[src/rtl/tinytpu_pkg.sv]
// Shared definitions for the tinytpu operand loader: default sizes, the loader
// FSM state type and the flat-bus element index helper.
package tinytpu_pkg;

  localparam int D_W_DEF = 8;
  localparam int N_DEF   = 2;

  typedef enum logic [1:0] {
    IDLE = 2'd0,
    LOAD = 2'd1,
    FULL = 2'd2
  } state_t;

  // Element k of a flat matrix bus lives at bits [k*D_W +: D_W].
  function automatic int idx(input int row, input int col, input int n = N_DEF);
    return row * n + col;
  endfunction

endpackage

[src/rtl/tinytpu_deser.sv]
// One serial-to-parallel lane: a D_W-bit LSB-first shift register plus the bit
// counter that marks the cycle on which the final bit of a word arrives.
module tinytpu_deser #(
  parameter int D_W = 8
) (
  input  logic           clk,
  input  logic           rst,
  input  logic           clr_i,
  input  logic           shift_en_i,
  input  logic           bit_i,
  output logic [D_W-1:0] word_o,
  output logic           word_done_o
);

  localparam int CW = (D_W > 1) ? $clog2(D_W) : 1;

  logic [D_W-1:0] sr_q;
  logic [CW-1:0]  bit_cnt_q;
  logic           last_bit;

  assign last_bit = (bit_cnt_q == CW'(D_W - 1));

  always_ff @(posedge clk) begin
    if (rst || clr_i) begin
      sr_q      <= '0;
      bit_cnt_q <= '0;
    end else if (shift_en_i) begin
      sr_q      <= {bit_i, sr_q[D_W-1:1]};
      bit_cnt_q <= last_bit ? '0 : bit_cnt_q + 1'b1;
    end
  end

  // The completed word includes the bit arriving this cycle, so it can be
  // committed on the same edge that samples it.
  assign word_o      = {bit_i, sr_q[D_W-1:1]};
  assign word_done_o = shift_en_i && last_bit;

endmodule

[src/rtl/tinytpu_rx_loader.sv]
// Bit-serial operand loader: deserialises matrix A and B streams into flat
// element buses and hands them to the systolic core with a valid/ready pair.
module tinytpu_rx_loader
  import tinytpu_pkg::*;
#(
  parameter  int D_W   = D_W_DEF,
  parameter  int N     = N_DEF,
  localparam int ELEMS = N * N,
  localparam int BUS_W = ELEMS * D_W
) (
  input  logic             clk,
  input  logic             rst,
  input  logic             data_in_x,
  input  logic             data_in_y,
  input  logic             load_en,
  input  logic             init,
  output logic [BUS_W-1:0] a_flat,
  output logic [BUS_W-1:0] b_flat,
  output logic             mat_valid,
  input  logic             mat_ready,
  output logic             busy,
  output logic             overrun
);

  localparam int EW = (ELEMS > 1) ? $clog2(ELEMS) : 1;

  state_t           state_q;
  logic [EW-1:0]    elem_cnt_q, elem_cnt_d;
  logic [BUS_W-1:0] a_flat_q, b_flat_q;
  logic             mat_valid_q, busy_q, overrun_q;

  logic             shift_en;
  logic             last_elem;
  logic             wr_en;
  logic [D_W-1:0]   x_word, y_word;
  logic             x_done, y_done;

  // init wins over load_en, so a bit presented alongside init never shifts in.
  assign shift_en  = (state_q == LOAD) && load_en && !init;
  assign last_elem = (elem_cnt_q == EW'(ELEMS - 1));
  // Both lanes share shift_en and clear, so their strobes coincide exactly.
  assign wr_en     = x_done && y_done;

  always_comb begin
    elem_cnt_d = last_elem ? '0 : elem_cnt_q + 1'b1;
  end

  tinytpu_deser #(.D_W(D_W)) u_deser_x (
    .clk         (clk),
    .rst         (rst),
    .clr_i       (init),
    .shift_en_i  (shift_en),
    .bit_i       (data_in_x),
    .word_o      (x_word),
    .word_done_o (x_done)
  );

  tinytpu_deser #(.D_W(D_W)) u_deser_y (
    .clk         (clk),
    .rst         (rst),
    .clr_i       (init),
    .shift_en_i  (shift_en),
    .bit_i       (data_in_y),
    .word_o      (y_word),
    .word_done_o (y_done)
  );

  always_ff @(posedge clk) begin
    if (rst) begin
      state_q     <= IDLE;
      elem_cnt_q  <= '0;
      a_flat_q    <= '0;
      b_flat_q    <= '0;
      mat_valid_q <= 1'b0;
      busy_q      <= 1'b0;
      overrun_q   <= 1'b0;
    end else if (init) begin
      // Old bus contents stay until each element is rewritten by the new frame.
      state_q     <= LOAD;
      elem_cnt_q  <= '0;
      mat_valid_q <= 1'b0;
      busy_q      <= 1'b1;
      overrun_q   <= 1'b0;
    end else begin
      case (state_q)
        IDLE: ;
        LOAD: begin
          if (wr_en) begin
            a_flat_q[elem_cnt_q*D_W +: D_W] <= x_word;
            b_flat_q[elem_cnt_q*D_W +: D_W] <= y_word;
            elem_cnt_q <= elem_cnt_d;
            if (last_elem) begin
              state_q     <= FULL;
              mat_valid_q <= 1'b1;
              busy_q      <= 1'b0;
            end
          end
        end
        FULL: begin
          if (load_en) overrun_q <= 1'b1;
          if (mat_ready) begin
            state_q     <= LOAD;
            elem_cnt_q  <= '0;
            mat_valid_q <= 1'b0;
            busy_q      <= 1'b1;
          end
        end
        default: state_q <= IDLE;
      endcase
    end
  end

  assign a_flat    = a_flat_q;
  assign b_flat    = b_flat_q;
  assign mat_valid = mat_valid_q;
  assign busy      = busy_q;
  assign overrun   = overrun_q;

endmodule

[config.mk]
export PLATFORM = sky130hd
export DESIGN_NAME = tinytpu_rx_loader
export DESIGN_NICKNAME = d
export VERILOG_FILES = /design/src/rtl/tinytpu_pkg.sv /design/src/rtl/tinytpu_deser.sv /design/src/rtl/tinytpu_rx_loader.sv
export SDC_FILE = /design/constraint.sdc
export NUM_CORES = 1
export LEC_CHECK = 0
export ABC_AREA = 0
export CAP_MARGIN = 25
export CORE_UTILIZATION = 27
export DETAILED_ROUTE_END_ITERATION = 12
export PLACE_DENSITY = 0.54
export SLEW_MARGIN = 20
export SYNTH_ARGS = -nofsm -noshare
export SYNTH_HDL_FRONTEND = slang
export SYNTH_HIERARCHICAL = 1
export SYNTH_SLANG_ARGS = --single-unit
[constraint.sdc]
create_clock -name clk -period 3.4 [get_ports clk]
set_input_delay 0.68 -clock clk [delete_from_list [all_inputs] [get_ports clk]]
set_output_delay 0.68 -clock clk [all_outputs]
set_load 0.03 [all_outputs]
==> impl_table.tex <==
\begin{tabular}{lr}
\hline
Metric & Value \\
\hline
\multicolumn{2}{l}{\textbf{STA}} \\
\quad Final setup slack of the worst path & between 0.9 and 1 ns \\
\quad Max Freq & 0.406 GHz \\
\quad Final min period & 2.46 ns \\
\quad Slew of the pin with the lowest slew margin & 0.897 ns \\
\quad Final Hold Viols & 0 \\
\quad Worst hold slack after final layout & 0.472 ns \\
\quad Final Slew Violations & 0 \\
\quad Unrepaired setup endpoints after global routing & false \\
\quad Accumulated negative setup slack & 0 ns \\
\quad Largest clock skew in the final design & 0.00925 ns \\
\quad Worst slew margin relative to its limit & 0.400 \\
\quad Count of endpoints failing setup in the final report & 0 \\
\quad Share of the cycle needed by the critical path after routing & 0.725 \\
\multicolumn{2}{l}{\textbf{Clock tree}} \\
\quad Count of hold buffers inserted by post-cts repair & 0 \\
\quad Post-CTS Resized & 0 \\
\quad Post CTS Setup Buffer Count & 0 \\
\quad Max clock buf depth & 2 \\
\quad Clock tree from TritonCTS & built \\
\quad Num CTS Buffers & 9 \\
\quad Clk sinks & 91 \\
\quad CTS clock-pin slew for the worst setup and hold paths & 0.07 ns \\
\quad Worst skew pair latency & roughly 0.35 ns \\
\quad Clock Tree Root & sky130\_fd\_sc\_hd\_\_clkbuf\_16 \\
\quad H-Tree Depth & 3 \\
\multicolumn{2}{l}{\textbf{Drt}} \\
\quad DRC marker count from the first detailed-route iteration & roughly 180 \\
\quad DRT Pass-1 Iters & 4 \\
\quad Antenna Nets Post-Route & 0 \\
\quad Via count & 3,426 \\
\quad Routed wirelength normalized by instance count & about 17 µm \\
\quad \# DRC & 0 \\
\quad Routed WL & 11.4 mm \\
\quad Via density per instance & 5.16 \\
\multicolumn{2}{l}{\textbf{Synthesis}} \\
\quad Multiplexer share of the synthesized area & 0.0414 \\
\quad Yosys Warn Count & 6 \\
\quad Most used DFF post-synth & sky130\_fd\_sc\_hd\_\_dfxtp\_1 \\
\quad XOR/XNOR share of the synthesized area & 0 \\
\quad Mapped Avg Cell Area & 8.95 µm² \\
\quad Sequential share of the synthesized area & 0.471 \\
\quad Number of flip-flops and latches in the synthesized netlist & just over 90 \\
\quad Top post-synthesis cells by count & sky130\_fd\_sc\_hd\_\_dfxtp\_1, sky130\_fd\_sc\_hd\_\_a21oi\_1, sky130\_fd\_sc\_hd\_\_nand4\_1, sky130\_fd\_sc\_hd\_\_o21ai\_0, sky130\_fd\_sc\_hd\_\_nor2\_1 \\
\quad Largest area contributor in the synthesized netlist & sky130\_fd\_sc\_hd\_\_dfxtp\_1 \\
\quad Area share of and/or/nand/nor cells after synthesis & 0.206 \\
\quad Adder-cell area share of the yosys netlist & 0.0324 \\
\quad Synth Area in Compound Gates & 0.183 \\
\quad Synthesized Nets & 449 \\
\quad Largest family of logic cells by synthesized area & simple AND/OR/NAND/NOR gates \\
\quad Cell Area, Synth & 3870 µm² \\
\quad Library cell with the highest instance count after synthesis & sky130\_fd\_sc\_hd\_\_dfxtp\_1 \\
\quad Distinct cell type count of the synthesized netlist & 34 \\
\quad Share of Yosys cell area claimed by the top area cell type & 0.471 \\
\quad Instance count of the mapped netlist & $\sim$430 \\
\quad Leading cell types by total area after synthesis & sky130\_fd\_sc\_hd\_\_dfxtp\_1, sky130\_fd\_sc\_hd\_\_nand4\_1, sky130\_fd\_sc\_hd\_\_a21oi\_1 \\
\quad Async set-reset flop share out of synthesis & 0 \\
\quad Post-synth EDFFs & 0 \\
\multicolumn{2}{l}{\textbf{Floorplanning}} \\
\quad I/O pin cnt & 74 \\
\quad FP Rows & 43 \\
\quad Chip Height & roughly 120 µm \\
\quad Initial Utilization & 0.277 \\
\quad Die outline area & 14,800 µm² \\
\quad Die outline width & $\sim$120 µm \\
\quad Area of the core & between 10,000 and 15,000 µm² \\
\multicolumn{2}{l}{\textbf{GRT}} \\
\quad Number of global-route vias before repair & 3,354 \\
\quad Overall overflow remaining after global route & 0 \\
\quad GRT Resource Usage Total & 0.157 \\
\quad Maximum number of pins on one net before global-route repair & 50 \\
\quad Initial antenna violation count & 0 \\
\quad Global-route wire length before repair & 17.9 mm \\
\multicolumn{2}{l}{\textbf{Worst setup path}} \\
\quad Critical path required time & 3.60 ns \\
\quad R2r worst-path depth & 5 \\
\quad Critical Path AT & about 2.7 ns \\
\quad WS Path Type & in -> reg \\
\quad Element type at the critical path end & flop \\
\quad Worst-path fanout max & 16 \\
\quad Type of origin of the critical path & input pin \\
\multicolumn{2}{l}{\textbf{Power and ir drop}} \\
\quad Sequential share of power & 0.491 \\
\quad Pwr per Cell Area & 440 nW/µm² \\
\quad Static leakage & roughly 1.6 nW \\
\quad Switching power of the nets & 0.496 mW \\
\quad Comb pwr share & 0.035 \\
\quad Switching share of power & 0.228 \\
\quad Maximum ir drop on the vdd rail & between 0.2 and 0.25 mV \\
\quad Part of the power in the clock network & 0.475 \\
\quad Post-layout power & 2.18 mW \\
\quad Cell internal pwr & 1.69 mW \\
\multicolumn{2}{l}{\textbf{Place}} \\
\quad Cell area after placement & 4650 µm² \\
\quad DP HPWL & around 7.6 mm \\
\quad Routability congestion estimate from global placement & 0.759 \\
\quad Pre-CTS setup slack & 0.537 ns \\
\quad Port-buffer cells & 73 \\
\multicolumn{2}{l}{\textbf{Min path}} \\
\quad Hold Path Class & reg -> reg \\
\quad Count of cells along the worst hold path & 2 \\
\multicolumn{2}{l}{\textbf{Job}} \\
\quad MaxCap Viol Count & 0 \\
\multicolumn{2}{l}{\textbf{Finish}} \\
\quad Proportion of layout cells with a drive suffix above 1 & 0.0682 \\
\quad Summed area of non-filler cells in the final layout & 4960 µm² \\
\quad Count of nets after finishing & slightly below 500 \\
\quad Area delta synth->final & 28.3\% \\
\quad Fill cell total of the finished layout & 1,412 \\
\quad Number of antenna diodes & 0 \\
\multicolumn{2}{l}{\textbf{Outcome}} \\
\quad Run status & complete, no violations \\
\hline
\end{tabular}
## flip-flops by register name, summed over array words and instances (netlist names)
signal	cells
a_flat	32
b_flat	32
u_deser_x/sr_q	7
u_deser_y/sr_q	7
u_deser_x/bit_cnt_q	3
u_deser_y/bit_cnt_q	3
elem_cnt_q	2
state_q	2
busy	1
mat_valid	1
overrun	1
## critical path, stage by stage
cell and delay [ns]:
sky130_fd_sc_hd__clkdlybuf4s50_1 0.42, sky130_fd_sc_hd__inv_1 0.08, sky130_fd_sc_hd__and3_1 0.19, sky130_fd_sc_hd__and2_1 0.29
sky130_fd_sc_hd__nand4b_1 0.53, sky130_fd_sc_hd__o21ai_0 0.37, sky130_fd_sc_hd__a21oi_1 0.10
## power groups by stage
stage / Sequential [mW] / Clock, mW / Combinational (mW)
floorplan: 1.10 / 0 / 0.0521
global placement: 1.09 / 0 / 0.0734
detailed placement: 1.09 / 0 / 0.0750
CTS: 1.07 / 1.05 / 0.0753
global route: 1.07 / 1.10 / 0.0811
finish: 1.07 / 1.04 / 0.0755
## through the flow
stage	instances	utilization
floorplan	432	-
global placement	648	0.334
detailed placement	648	0.334
CTS	664	0.356
global route	664	0.356
finish	664	0.356
## layout make-up
type | instances | area [µm²] | share of cell area
Sequential cell | 91 | 1820 | 0.367
Multi-Input combinational cell | 290 | 1790 | 0.360
Timing Repair Buffer | 83 | 801 | 0.161
Clock buffer | 10 | 239 | 0.0482
Tap cell | 180 | 225 | 0.0454
Clock inverter | 6 | 71.3 | 0.0144
Inverter | 4 | 15.0 | 0.00303
## worst paths after layout
| check | slack, ns | startpoint | end |
|---|---|---|---|
| min reg2reg | 0.47 | b_flat[2] | b_flat[2] |
| min | 0.47 | b_flat[2] | b_flat[2] |
| max reg2reg | 0.95 | elem_cnt_q[0] | a_flat[19] |
| max | 0.94 | init | a_flat[20] |
## metal layers
metal / part of all wire / GRT usage / vias to the layer above
li1: - / - / 1680
met5: 0 / 0 / -
met1: 0.47 / 0.214 / 1638
met2: 0.45 / 0.243 / 96
met4: 0.013 / 0.0633 / 0
met3: 0.068 / 0.0304 / 12
## placed cells by master, fill, tap and decap left out, drive strengths merged
master	synthesis	layout
a21oi	73	73
a31oi	2	2
and2	2	2
and3	1	1
and3b	1	1
and4b	4	4
and4bb	1	1
buf	25	11
bufinv	0	1
clkbuf	22	10
clkdlybuf4s50	0	72
clkinv	0	2
clkinvlp	0	1
dfxtp	91	91
ha	10	10
inv	4	6
mux2i	16	16
nand2	4	4
nand2b	6	6
nand3	3	3
nand3b	4	4
nand4	64	64
nand4b	4	4
nor2	18	18
nor2b	2	2
nor3b	2	2
nor4b	2	2
o21a	1	1
o21ai	64	64
or2	3	3
or3	1	1
or3b	2	2
## cell families (layout without fill, tap and decap cells)
logic type                 Yosys count  in the layout
adders and majority gates           10             10
and+or+nand+nor                    124            124
buffers and inverters               51            103
DFF                                 91             91
AOI/OAI and AO/OA                  140            140
muxes                               16             16
Note: power is estimated with default switching activity, not from simulation.
